## src/rtl/theta_sr1_alignment_detector.sv

```systemverilog
// theta_sr1_alignment_detector
// Block-averages the drifting theta omega word, scales it by sqrt(phi) and
// compares it against the SR1 omega word. A hysteretic FSM opens and closes
// alignment windows, pulses their start and end, and counts their length.
//   Latency: block-completing clk_en at edge N -> theta_avg at N,
//            abs_err/eval_valid at N+1, FSM outputs at N+2.
//   Backpressure: none; this is a free-running strobe pipeline, and clk_en
//                 may be asserted on every cycle.
// Optional feature macro: ALIGN_REFRACTORY_EN (adds the REFRACT hold state).
// Ports:
//   clk, rst       clock, asynchronous active-high reset
//   clk_en         sample strobe; inputs are sampled only when it is high
//   omega_theta    signed theta omega*dt (Q14)
//   omega_sr1      signed SR1 omega*dt (Q14), used on block-completing samples
//   eval_valid     one-clk pulse when abs_err updates
//   abs_err        |scaled theta - SR1|, saturated to 2^(WIDTH-1)-1
//   aligned        high in ALIGNED and EXIT
//   window_start   one-clk pulse on ENTER -> ALIGNED
//   window_end     one-clk pulse on EXIT timeout
//   window_len     evaluations spent in the current/last window (saturating)
//   state          FSM state: IDLE=0 ENTER=1 ALIGNED=2 EXIT=3 REFRACT=4
module theta_sr1_alignment_detector #(
  parameter int WIDTH          = 18,
  parameter int AVG_LOG2       = 4,
  parameter int RATIO_Q14      = 20841,
  parameter int TOL            = 4,
  parameter int ENTER_COUNT    = 8,
  parameter int EXIT_COUNT     = 4,
  parameter int REFRACT_BLOCKS = 16
) (
  input  logic                    clk,
  input  logic                    rst,
  input  logic                    clk_en,
  input  logic signed [WIDTH-1:0] omega_theta,
  input  logic signed [WIDTH-1:0] omega_sr1,
  output logic                    eval_valid,
  output logic        [WIDTH-1:0] abs_err,
  output logic                    aligned,
  output logic                    window_start,
  output logic                    window_end,
  output logic        [15:0]      window_len,
  output logic        [2:0]       state
);

  localparam int ACC_W  = WIDTH + AVG_LOG2;
  // Full product width: signed theta times a 16-bit unsigned ratio.
  localparam int PROD_W = WIDTH + 17;

  localparam logic [WIDTH-1:0]  TOL_W     = WIDTH'(TOL);
  localparam logic [7:0]        ENTER_C   = 8'(ENTER_COUNT);
  localparam logic [7:0]        EXIT_C    = 8'(EXIT_COUNT);
  localparam logic [PROD_W-1:0] SAT_MAX_P = {{(PROD_W-WIDTH+1){1'b0}}, {(WIDTH-1){1'b1}}};
  localparam logic [WIDTH-1:0]  SAT_MAX   = {1'b0, {(WIDTH-1){1'b1}}};

  // Elaboration-time legality checks on the configuration.
  if (AVG_LOG2 < 1 || AVG_LOG2 > 8 || ENTER_COUNT < 2 || ENTER_COUNT > 255 ||
      EXIT_COUNT < 2 || EXIT_COUNT > 255 || REFRACT_BLOCKS < 1 ||
      RATIO_Q14 < 0 || RATIO_Q14 > 65535 || TOL < 0) begin : g_bad_params
    $error("theta_sr1_alignment_detector: illegal parameter value");
  end

  typedef enum logic [2:0] {
    S_IDLE    = 3'd0,
    S_ENTER   = 3'd1,
    S_ALIGNED = 3'd2,
    S_EXIT    = 3'd3,
    S_REFRACT = 3'd4
  } state_t;

  // ---------------------------------------------------------------- stage 1
  logic signed [ACC_W-1:0]  acc;
  logic signed [ACC_W-1:0]  acc_sum;
  logic        [AVG_LOG2-1:0] sample_cnt;
  logic signed [WIDTH-1:0]  theta_avg;
  logic signed [WIDTH-1:0]  sr1_cap;
  logic                     avg_vld;

  assign acc_sum = acc + {{AVG_LOG2{omega_theta[WIDTH-1]}}, omega_theta};

  always_ff @(posedge clk or posedge rst) begin
    if (rst) begin
      acc        <= '0;
      sample_cnt <= '0;
      theta_avg  <= '0;
      sr1_cap    <= '0;
      avg_vld    <= 1'b0;
    end else begin
      avg_vld <= 1'b0;
      if (clk_en) begin
        sample_cnt <= sample_cnt + 1'b1;
        if (&sample_cnt) begin
          // Arithmetic shift floors; the mean of WIDTH-bit samples fits WIDTH bits.
          theta_avg <= WIDTH'(acc_sum >>> AVG_LOG2);
          sr1_cap   <= omega_sr1;
          acc       <= '0;
          avg_vld   <= 1'b1;
        end else begin
          acc <= acc_sum;
        end
      end
    end
  end

  // ---------------------------------------------------------------- stage 2
  logic signed [PROD_W-1:0] avg_ext;
  logic signed [PROD_W-1:0] sr1_ext;
  logic signed [PROD_W-1:0] prod;
  logic signed [PROD_W-1:0] err;
  logic        [PROD_W-1:0] mag;
  logic        [WIDTH-1:0]  abs_next;

  assign avg_ext = {{(PROD_W-WIDTH){theta_avg[WIDTH-1]}}, theta_avg};
  assign sr1_ext = {{(PROD_W-WIDTH){sr1_cap[WIDTH-1]}}, sr1_cap};
  assign prod    = avg_ext * PROD_W'(RATIO_Q14);
  // The error is kept at full product width so a large scaled theta cannot
  // wrap before saturation.
  assign err      = (prod >>> 14) - sr1_ext;
  assign mag      = err[PROD_W-1] ? $unsigned(-err) : $unsigned(err);
  assign abs_next = (mag > SAT_MAX_P) ? SAT_MAX : mag[WIDTH-1:0];

  always_ff @(posedge clk or posedge rst) begin
    if (rst) begin
      eval_valid <= 1'b0;
      abs_err    <= '0;
    end else begin
      eval_valid <= avg_vld;
      if (avg_vld) begin
        abs_err <= abs_next;
      end
    end
  end

  // ---------------------------------------------------------------- FSM
  logic        in_tol;
  state_t      state_q, state_d;
  logic [7:0]  cnt_q, cnt_d;
  logic [15:0] len_q, len_d, len_inc;
  logic        start_q, start_d;
  logic        end_q, end_d;

  assign in_tol  = (abs_err <= TOL_W);
  assign len_inc = (len_q == 16'hFFFF) ? len_q : len_q + 16'd1;

`ifdef ALIGN_REFRACTORY_EN
  localparam logic [15:0] REFRACT_C = 16'(REFRACT_BLOCKS);
  logic [15:0] refr_q, refr_d;

  always_ff @(posedge clk or posedge rst) begin
    if (rst) begin
      refr_q <= '0;
    end else begin
      refr_q <= refr_d;
    end
  end
`endif

  always_ff @(posedge clk or posedge rst) begin
    if (rst) begin
      state_q <= S_IDLE;
      cnt_q   <= '0;
      len_q   <= '0;
      start_q <= 1'b0;
      end_q   <= 1'b0;
    end else begin
      state_q <= state_d;
      cnt_q   <= cnt_d;
      len_q   <= len_d;
      start_q <= start_d;
      end_q   <= end_d;
    end
  end

  always_comb begin
    state_d = state_q;
    cnt_d   = cnt_q;
    len_d   = len_q;
    start_d = 1'b0;
    end_d   = 1'b0;
`ifdef ALIGN_REFRACTORY_EN
    refr_d  = refr_q;
`endif
    if (eval_valid) begin
      case (state_q)
        S_IDLE: begin
          if (in_tol) begin
            state_d = S_ENTER;
            cnt_d   = 8'd1;
          end
        end
        S_ENTER: begin
          if (!in_tol) begin
            state_d = S_IDLE;
          end else if (cnt_q + 8'd1 == ENTER_C) begin
            state_d = S_ALIGNED;
            start_d = 1'b1;
            len_d   = '0;
          end else begin
            cnt_d = cnt_q + 8'd1;
          end
        end
        S_ALIGNED: begin
          len_d = len_inc;
          if (!in_tol) begin
            state_d = S_EXIT;
            cnt_d   = 8'd1;
          end
        end
        S_EXIT: begin
          // The timeout evaluation itself still counts toward window_len.
          len_d = len_inc;
          if (in_tol) begin
            state_d = S_ALIGNED;
            cnt_d   = 8'd0;
          end else if (cnt_q + 8'd1 == EXIT_C) begin
            end_d = 1'b1;
`ifdef ALIGN_REFRACTORY_EN
            state_d = S_REFRACT;
            refr_d  = '0;
`else
            state_d = S_IDLE;
`endif
          end else begin
            cnt_d = cnt_q + 8'd1;
          end
        end
`ifdef ALIGN_REFRACTORY_EN
        S_REFRACT: begin
          // in_tol is deliberately ignored while refractory.
          if (refr_q + 16'd1 == REFRACT_C) begin
            state_d = S_IDLE;
          end else begin
            refr_d = refr_q + 16'd1;
          end
        end
`endif
        default: state_d = S_IDLE;
      endcase
    end
  end

  assign state        = state_q;
  assign aligned      = (state_q == S_ALIGNED) || (state_q == S_EXIT);
  assign window_start = start_q;
  assign window_end   = end_q;
  assign window_len   = len_q;

endmodule
```

## config.mk

```make
export PLATFORM = sky130hd
export DESIGN_NAME = theta_sr1_alignment_detector
export DESIGN_NICKNAME = d
export VERILOG_FILES = /design/src/rtl/theta_sr1_alignment_detector.sv
export SDC_FILE = /design/constraint.sdc
export NUM_CORES = 1
export LEC_CHECK = 0
export ABC_CLOCK_PERIOD_IN_PS = 23000
export CELL_PAD_IN_SITES_DETAIL_PLACEMENT = 0
export CELL_PAD_IN_SITES_GLOBAL_PLACEMENT = 1
export CORE_ASPECT_RATIO = 0.5
export CORE_MARGIN = 10
export CORE_UTILIZATION = 29
export DETAILED_ROUTE_END_ITERATION = 8
export GPL_TIMING_DRIVEN = 0
export PLACE_DENSITY_LB_ADDON = 0.1
export SKIP_LAST_GASP = 1
export SLEW_MARGIN = 20
export SYNTH_ARGS = -nofsm -noshare
export SYNTH_HDL_FRONTEND = slang
export SYNTH_SLANG_ARGS = --single-unit
```

## constraint.sdc

```tcl
create_clock -name clk -period 23 [get_ports clk]
set_input_delay 4.6 -clock clk [delete_from_list [all_inputs] [get_ports clk]]
set_output_delay 4.6 -clock clk [all_outputs]
set_load 0.03 [all_outputs]
```

# After elaboration in Yosys (flattened, before gate mapping)
# Index checks and enable logic that the tools add are counted.
[totals]
ff_bits = 111
in_bits = 39
wordCells = 77
[op_classes]
add_sub_neg = 6
multipliers = 1
n_lt_le_gt_ge = 2
n_eq_ne = 15
n_mux = 31
n_reduce_logical = 10
[ops]
columns = ["operator", "n"]
rows = [
  ["$mux W16", 3],
  ["$mux W8", 6],
  ["$gt A35 B17 Y1 const B", 1],
  ["$mux W35", 1],
  ["$neg A21 Y35", 1],
  ["$mul A18 B16 Y34 const B", 1],
  ["$pmux W16 S2", 1],
  ["$pmux W8 S4", 1],
  ["$add A22 B22 Y22", 1],
  ["$mux W22", 1],
  ["$sub A20 B18 Y21", 1],
  ["$le A18 B3 Y1 const B", 1],
  ["$mux W18", 1],
  ["$mux W3", 6],
  ["$add A16 B1 Y16 const B", 1],
  ["$eq A16 B16 Y1 const B", 1],
  ["$reduce_and A5 Y1", 3],
  ["$ne A2 B2 Y1 const B", 6],
  ["$pmux W3 S4", 1],
  ["$mux W1", 10],
  ["$ne A3 B3 Y1 const B", 3],
  ["$add A8 B1 Y8 const B", 1],
  ["$eq A8 B3 Y1 const B", 1],
  ["$eq A8 B4 Y1 const B", 1],
  ["10 further kinds", 11],
]

# Depth between registers and ports, before layout
# Gate-level depths: netlist of run 1.
[logic_depth]
depth_word = 6
ltp_mapped = 37

# Least setup slack after synthesis of run 1
# No wires, ideal clock.
[synth_path]
path_type = "reg2reg"
startpoint = "reg theta_avg[16]"
endpoint = "reg abs_err[12]"
setup_ps = 123
t_arrival_ps = 7509
required_time_ps = 22877
path_slack_ps = 15368
path_stages_with_launch = 34
path_buffers = 4
period_less_slack_ps = 7632
path_cell_list = "dfrtp_1 clkbuf_1 inv_1 fa_1 inv_1 ha_1 fa_1 fa_1 inv_1 fa_1 inv_1 ha_1 nand2_1 or3_1 nor2_1 a32oi_1 nand3_1 a31oi_1 o31ai_1 and2_1 o21ai_0 a221oi_1 ha_1 clkbuf_1 a21o_1 a221oi_1 o21ai_0 xor2_1 or3_1 mux2i_1 and4b_1 buf_6 buf_12 a21oi_1"
[synth_between]
elab_chain_cells = 6
[synth_rtl]
columns = ["element", "line_no", "rtl"]
rows = [
  ["start: declaration", "74", "logic signed [WIDTH-1:0] theta_avg;"],
  ["start signal: assignment", "93", "theta_avg <= WIDTH'(acc_sum >>> AVG_LOG2);"],
  ["$mul A18 B16 Y34 (*)", "114", "assign prod = avg_ext * PROD_W'(RATIO_Q14);"],
  ["$sub A20 B18 Y21 (*)", "117", "assign err = (prod >>> 14) - sr1_ext;"],
  ["$neg A21 Y35", "118", "assign mag = err[PROD_W-1] ? $unsigned(-err) : $unsigned(err);"],
  ["$mux W35 (*)", "118", ""],
  ["$gt A35 B17 Y1", "119", "assign abs_next = (mag > SAT_MAX_P) ? SAT_MAX : mag[WIDTH-1:0];"],
  ["$mux W18 (*)", "119", ""],
  ["end signal: assignment", "128", "abs_err <= abs_next;"],
  ["end: declaration", "37", "output logic [WIDTH-1:0] abs_err,"],
]
# Mark *: on every way between the ends. The rest lies on a longest branch, timed or not.
# A chain may end at the register's enable or synchronous reset.

# Worst setup path in the final report of run 1
[layout_path]
startpoint = "reg theta_avg[16]"
endpoint = "reg abs_err[5]"
# Same word-level chain as after synthesis.

==> results of run 1 <==
## final timing paths
check | startpoint | to | slack, ps | cells after the start
worst max register to register | theta_avg[16] | abs_err[5] | 14140 | 33
max in group asynchronous | rst | theta_avg[13] | 17620 | 3
worst min register to register | avg_vld | eval_valid | 420 | 0
worst min-delay path | avg_vld | eval_valid | 420 | 0
min in group asynchronous | rst | window_len[10] | 4630 | 2
worst max-delay path | theta_avg[16] | abs_err[5] | 14140 | 33
## placed cells by master (no fill, tap or decap), drive strengths merged, types with 17 or more instances in the layout
master	synthesis	layout
xor2	40	40
nor2	82	82
ha	172	172
nand3	32	32
a21o	24	24
mux2	21	21
a21oi	75	75
o2bb2ai	17	17
o21ai	67	67
clkbuf	37	46
nand2	95	95
dfrtp	110	110
inv	174	178
clkdlybuf4s50	0	77
fa	77	77
nor3	29	29
xnor2	49	49
## worst reg2reg max path: cells and delay by family, from the launching register on
kind	cells	cell delay [ps]
simple gates	8	1510
buf+inv	8	1140
compound gates	9	2480
flops	1	560
mux	1	90
fa+ha+maj	7	3020
## cell type report
cell class	count	area, um^2
well taps	540	676
multi-input cells	981	8250
repair buffers	78	798
fillers	4180	26700
clock buffers	9	225
flip-flops and latches	110	2750
inverters	174	658
plain buffers	40	178
clock inverters	7	75.1
## per-stage QoR
stage	area (um^2)	hold slack (ps)	util (%)	std cells	setup WS, ps
after floorplan	11800	366	-	1305	15370
after global placement	13300	415	32.9	1922	13270
after detailed placement	13300	416	33.0	1923	14050
after CTS	13600	436	33.8	1939	14040
after global routing	13600	451	33.8	1939	13350
final	13600	424	33.8	1939	14140
## cell families (layout without fill, tap and decap cells)
| logic type | count (synthesis) | after routing | share of synthesized area, % |
|---|---|---|---|
| AND/OR/NAND/NOR | 326 | 326 | 13.2 |
| adder cells (fa/ha/maj) | 250 | 250 | 31.3 |
| flip-flops | 110 | 110 | 23.3 |
| other | 1 | 1 | 0.0317 |
| AO/OA/AOI/OAI | 286 | 286 | 15.9 |
| buffers and inverters | 214 | 308 | 7.02 |
| multiplexers | 29 | 29 | 2.67 |
| XOR/XNOR | 89 | 89 | 6.59 |
## registers in the layout, indices dropped and copies added, names as in the netlist, named ones only
signal	flops
window_end	1
avg_vld	1
state	1
sample_cnt	4
sr1_cap	18
abs_err	18
window_start	1
cnt_q	8
theta_avg	18
eval_valid	1
window_len	16
acc	22
## routing by layer
layer  global-route usage (%)  vias to the layer above
li1                         -                     4671
met1                     17.5                     4339
met2                     21.0                       85
met3                     2.37                       12
met4                     2.13                        0
met5                        0                        -
==> reports/metrics.yaml, run 1 <==
logic_synthesis:
  yosysMostFrequentCell: "inv_1"
  yosysWarnings: 0
  async_reset_ff_share_pct: 100
  syn_nets: 1593
  ys.flop_type: "dfrtp_1"
  ys_ff_latch: 110
  syn_area_per_cell_um2: 9.07
  netlist.top_cell.by_area: "dfrtp_1"
  synth_cell_types: 67
  yosysSeqAreaShare_pct: 23.3
  netlist_area_mm2: 0.0118
  synth_top_cell_area_share_pct: 23.3
  post_synth_main_area_contributors: "dfrtp_1 (23%), ha_1 (18%), fa_1 (13%), inv_1 (5.5%), xnor2_1 (3.6%)"
  synthTopCellsByCount: "inv_1 (173), ha_1 (172), dfrtp_1 (110)"
  synth_edf_count: 0
  synthCells: 1305
timing:
  fin_crit_sh_pct: 38.5
  tns_ps: 0
  max_slew.worst_pin.slew_ps: 895
  relSlewSlack_pct: 40.4
  post-route-min-period_ps: 8860
  finalSetupViolCount: 0
  slew_violations: 0
  rsz0062_at_grt: "no"
  max_freq_ghz: 0.113
  finalClockSkew_ps: 21.6
  final_hold_viol_count: 0
worst_setup_path:
  crit_path_start_kind: "flip-flop"
  cp_slowest_stage_delay_ps: 700
  cp.required_ps: 23300
  critPathCaptureType: "flip-flop"
  path_delay_family: "adder cells"
  crit_arrival_ps: 9160
  crit_fanout: 10
  crit_type: "reg -> reg"
  cpMaxStageDelayCell: "a221oi_1"
  crit_buf_inv: 8
die:
  fp.dieArea_mm2: 0.0498
  io_pins: 80
  coreArea_mm2: 0.0403
  die_h_um: 163
  die_w_um: 306
  rows: 52
  start_util_pct: 29.3
global_route:
  grt_pass1_wl_um: 51800
  grt_pass1_vias: 9749
  overflow: 0
  antenna_found_initial: 0
  grt_use_total_pct: 12.8
  grt_max_degree: 60
finish:
  nets: 1682
  insertedDiodeCount: 0
  area_delta_synth_final_pct: 15.0
  drive_above_1_share_pct: 4.22
cts:
  cts-root-buf: "clkbuf_16"
  cts.sinks: 110
  clock_latency_ps: 390
  cts_inserted_buffers: 9
  cts_tree: "done"
  cts.repair.resized: 0
  cts_buffer_depth: 2
  path_clk_slew_ps: 90
  htree_levels: 3
  ctsHoldBuffers: 0
  post_cts_buffers: 0
detailed_routing:
  route.top_layer_used: "met4"
  first_iter_violations: 303
  wl_met3_um: 762
  drt-wirelength-per-cell_um: 15.6
  vias: 9107
  first_pass_iters: 5
  postRouteWirelength_um: 30300
  route.met2.wl_um: 13700
  ant_nets: 0
  via_per_inst: 4.70
  wl_met1_um: 15700
  remaining_drc_errors: 0
place:
  place.gp.congestion: 0.802
  hpwl_um: 24600
  port_buffers: 77
flow_run:
  cap_violations: 0
status:
  outcome: "completed"
min_path:
  hp-class: "reg -> reg"
Power of run 1 is left out: the tool's default activity adds up to more than one toggle a clock period on the data nets, which glitch-free logic cannot reach.
==> inputs of run 2 (changes only) <==
--- a/config.mk
+++ b/config.mk
@@ -5,7 +5,7 @@
 export SDC_FILE = /design/constraint.sdc
 export NUM_CORES = 1
 export LEC_CHECK = 0
-export ABC_CLOCK_PERIOD_IN_PS = 23000
+export ABC_CLOCK_PERIOD_IN_PS = 8010
 export CELL_PAD_IN_SITES_DETAIL_PLACEMENT = 0
 export CELL_PAD_IN_SITES_GLOBAL_PLACEMENT = 1
 export CORE_ASPECT_RATIO = 0.5
==> constraint.sdc (replaced) <==
create_clock -name clk -period 8.01 [get_ports clk]
set_input_delay 1.602 -clock clk [delete_from_list [all_inputs] [get_ports clk]]
set_output_delay 1.602 -clock clk [all_outputs]
set_load 0.03 [all_outputs]
==> run 2 against run 1 <==
  * Flip-flop and latch count did not move
  * Worst hold slack hardly changed
  * First-iteration DRC count grew 20%
  * Die area is the same
  * Fmax increased by 14%
  * Wire length up 3.5%
  * Non-clock buffer count rose by 37
  * Global-route usage grew 0.15 points
  * Final cell count is 1.9% higher
  * Cell area grew 7.7%
  * Via count is 2.5% higher
  * Critical path type unchanged
  * Highest routed layer unchanged
==> reports/metrics.yaml, run 2 (synthesis results as in run 1) <==
status:
  outcome: "completed"
finish:
  fillCellCount: 4112
  area_delta_synth_final_pct: 23.9
  final_common_cell: "inv_1"
  top_register: "acc"
  insertedDiodeCount: 0
  nets: 1719
  largest_reg_flops: 22
  multi_input_area_mm2: 0.00896
  seq_area_mm2: 0.00278
  drive_above_1_share_pct: 14.4
  mostFrequentLayoutCells: "inv_1 (169), ha_1 (144), dfrtp_1 (94), nand2_1 (90), clkdlybuf4s50_1 (77)"
timing:
  fin_crit_sh_pct: 97.0
  finalSetupViolCount: 0
  max_freq_ghz: 0.129
  slew_violations: 0
  final_hold_viol_count: 0
  post-route-min-period_ps: 7770
  timing.final.ws_setup_ps: 238
  relSlewSlack_pct: 40.8
  finalClockSkew_ps: 23.1
  max_slew.worst_pin.slew_ps: 888
detailed_routing:
  ant_nets: 0
  first_iter_violations: 363
  via_per_inst: 4.72
  vias: 9331
  first_pass_iters: 7
  drt-wirelength-per-cell_um: 15.9
  postRouteWirelength_um: 31400
  remaining_drc_errors: 0
global_route:
  grt_pass1_wl_um: 52400
  grt_max_degree: 60
  overflow: 0
  grt_use_total_pct: 12.9
  grt_pass1_vias: 9837
  antenna_found_initial: 0
place:
  dp_slack_ps: -940
  hpwl_um: 24600
  port_buffers: 77
  place.gp.congestion: 0.802
cts:
  cts_tree: "done"
  cts_buffer_depth: 2
  cts_inserted_buffers: 9
  path_clk_slew_ps: 90
  cts.sinks: 110
  clock_latency_ps: 390
  cts-root-buf: "clkbuf_16"
  ctsHoldBuffers: 0
  htree_levels: 3
die:
  coreArea_mm2: 0.0403
  fp.dieArea_mm2: 0.0498
  die_w_um: 306
  rows: 52
  die_h_um: 163
  start_util_pct: 29.3
  io_pins: 80
worst_setup_path:
  crit_top_cell: "fa_1"
  crit_type: "reg -> reg"
  critPathCaptureType: "flip-flop"
  crit_fanout: 10
  cp.required_ps: 8280
  cp_slowest_stage_delay_ps: 650
  crit_path_start_kind: "flip-flop"
  crit_arrival_ps: 8040
  cpMaxStageDelayCell: "fa_2"
min_path:
  hp-class: "reg -> reg"
flow_run:
  cap_violations: 0
==> run 2: cell types whose count changed in the layout (fill, tap and decap cells not counted), moves of 5 or more <==
cell	previous run	this run
ha_4	0	21
o21ai_0	66	60
dfrtp_2	0	15
nor2_1	82	76
clkbuf_1	37	31
nand2_1	95	90
dfrtp_1	110	94
ha_1	172	144
ha_2	0	7
a21oi_1	75	70
buf_4	1	42
==> run 2: metal layers <==
layer	vias up	track usage, %	part of all wire, %
met5	-	0	0
met4	0	2.24	0.83
met3	16	2.39	2.8
met2	100	20.9	45
met1	4472	17.9	51
li1	4743	-	-
==> run 2: cell type report <==
cell class              count  share of cell area, %
clock buffers               9                   1.54
plain buffers              35                   1.09
inverters                 174                   4.49
well taps                 540                   4.61
flip-flops and latches    110                   18.9
multi-input cells         981                   61.1
repair buffers            120                   7.68
clock inverters             7                  0.512
==> run 2: final timing paths <==
| path | start | to | slack (ps) | cells past startpoint |
|---|---|---|---|---|
| max | theta_avg[10] | abs_err[5] | 240 | 30 |
| min | avg_vld | eval_valid | 420 | 0 |
| max reg2reg | theta_avg[10] | abs_err[5] | 240 | 30 |
| min reg2reg | avg_vld | eval_valid | 420 | 0 |
| max in group asynchronous | rst | theta_avg[17] | 5590 | 3 |
| min in group asynchronous | rst | window_len[10] | 1630 | 2 |
==> run 2: critical path, delay by kind of cell, from the launching register on <==
kind,cells,cell delay [ps]
adder cells (fa/ha/maj),8,3150
flip-flops,1,450
buffers and inverters,4,340
multiplexers,1,180
XOR/XNOR,1,90
AO/OA/AOI/OAI,5,860
AND/OR/NAND/NOR,11,2590
==> run 2: per-stage QoR <==
| step | instances | utilization [%] | TNS, ps | instance area (um^2) | hold slack, ps |
|---|---|---|---|---|---|
| 3_3_place_gp | 1922 | 32.9 | -14330 | 13300 | 415 |
| 6_report | 1976 | 36.3 | 0 | 14700 | 424 |
| 5_1_grt | 1976 | 36.3 | -148 | 14700 | 451 |
| 3_5_place_dp | 1923 | 33.0 | -14780 | 13300 | 416 |
| 4_1_cts | 1959 | 34.6 | 0 | 14000 | 436 |
| 2_1_floorplan | 1305 | - | 0 | 11800 | 366 |
==> run 2: what timing repair did <==
item	CTS	global route
buffers inserted	22	20
pin swaps	5	55
gates resized for setup	54	89
endpoints found under the setup margin	17	17
Power of run 2 is left out for the same reason.
==> inputs of run 3 (changes only) <==
--- a/config.mk
+++ b/config.mk
@@ -5,6 +5,7 @@
 export SDC_FILE = /design/constraint.sdc
 export NUM_CORES = 1
 export LEC_CHECK = 0
+export ABC_AREA = 0
 export ABC_CLOCK_PERIOD_IN_PS = 8010
 export CELL_PAD_IN_SITES_DETAIL_PLACEMENT = 0
 export CELL_PAD_IN_SITES_GLOBAL_PLACEMENT = 1
==> results of run 3 <==
Same layout as run 2: the final DEF is identical, and so are final timing and power.
Power of run 3 is left out for the same reason.
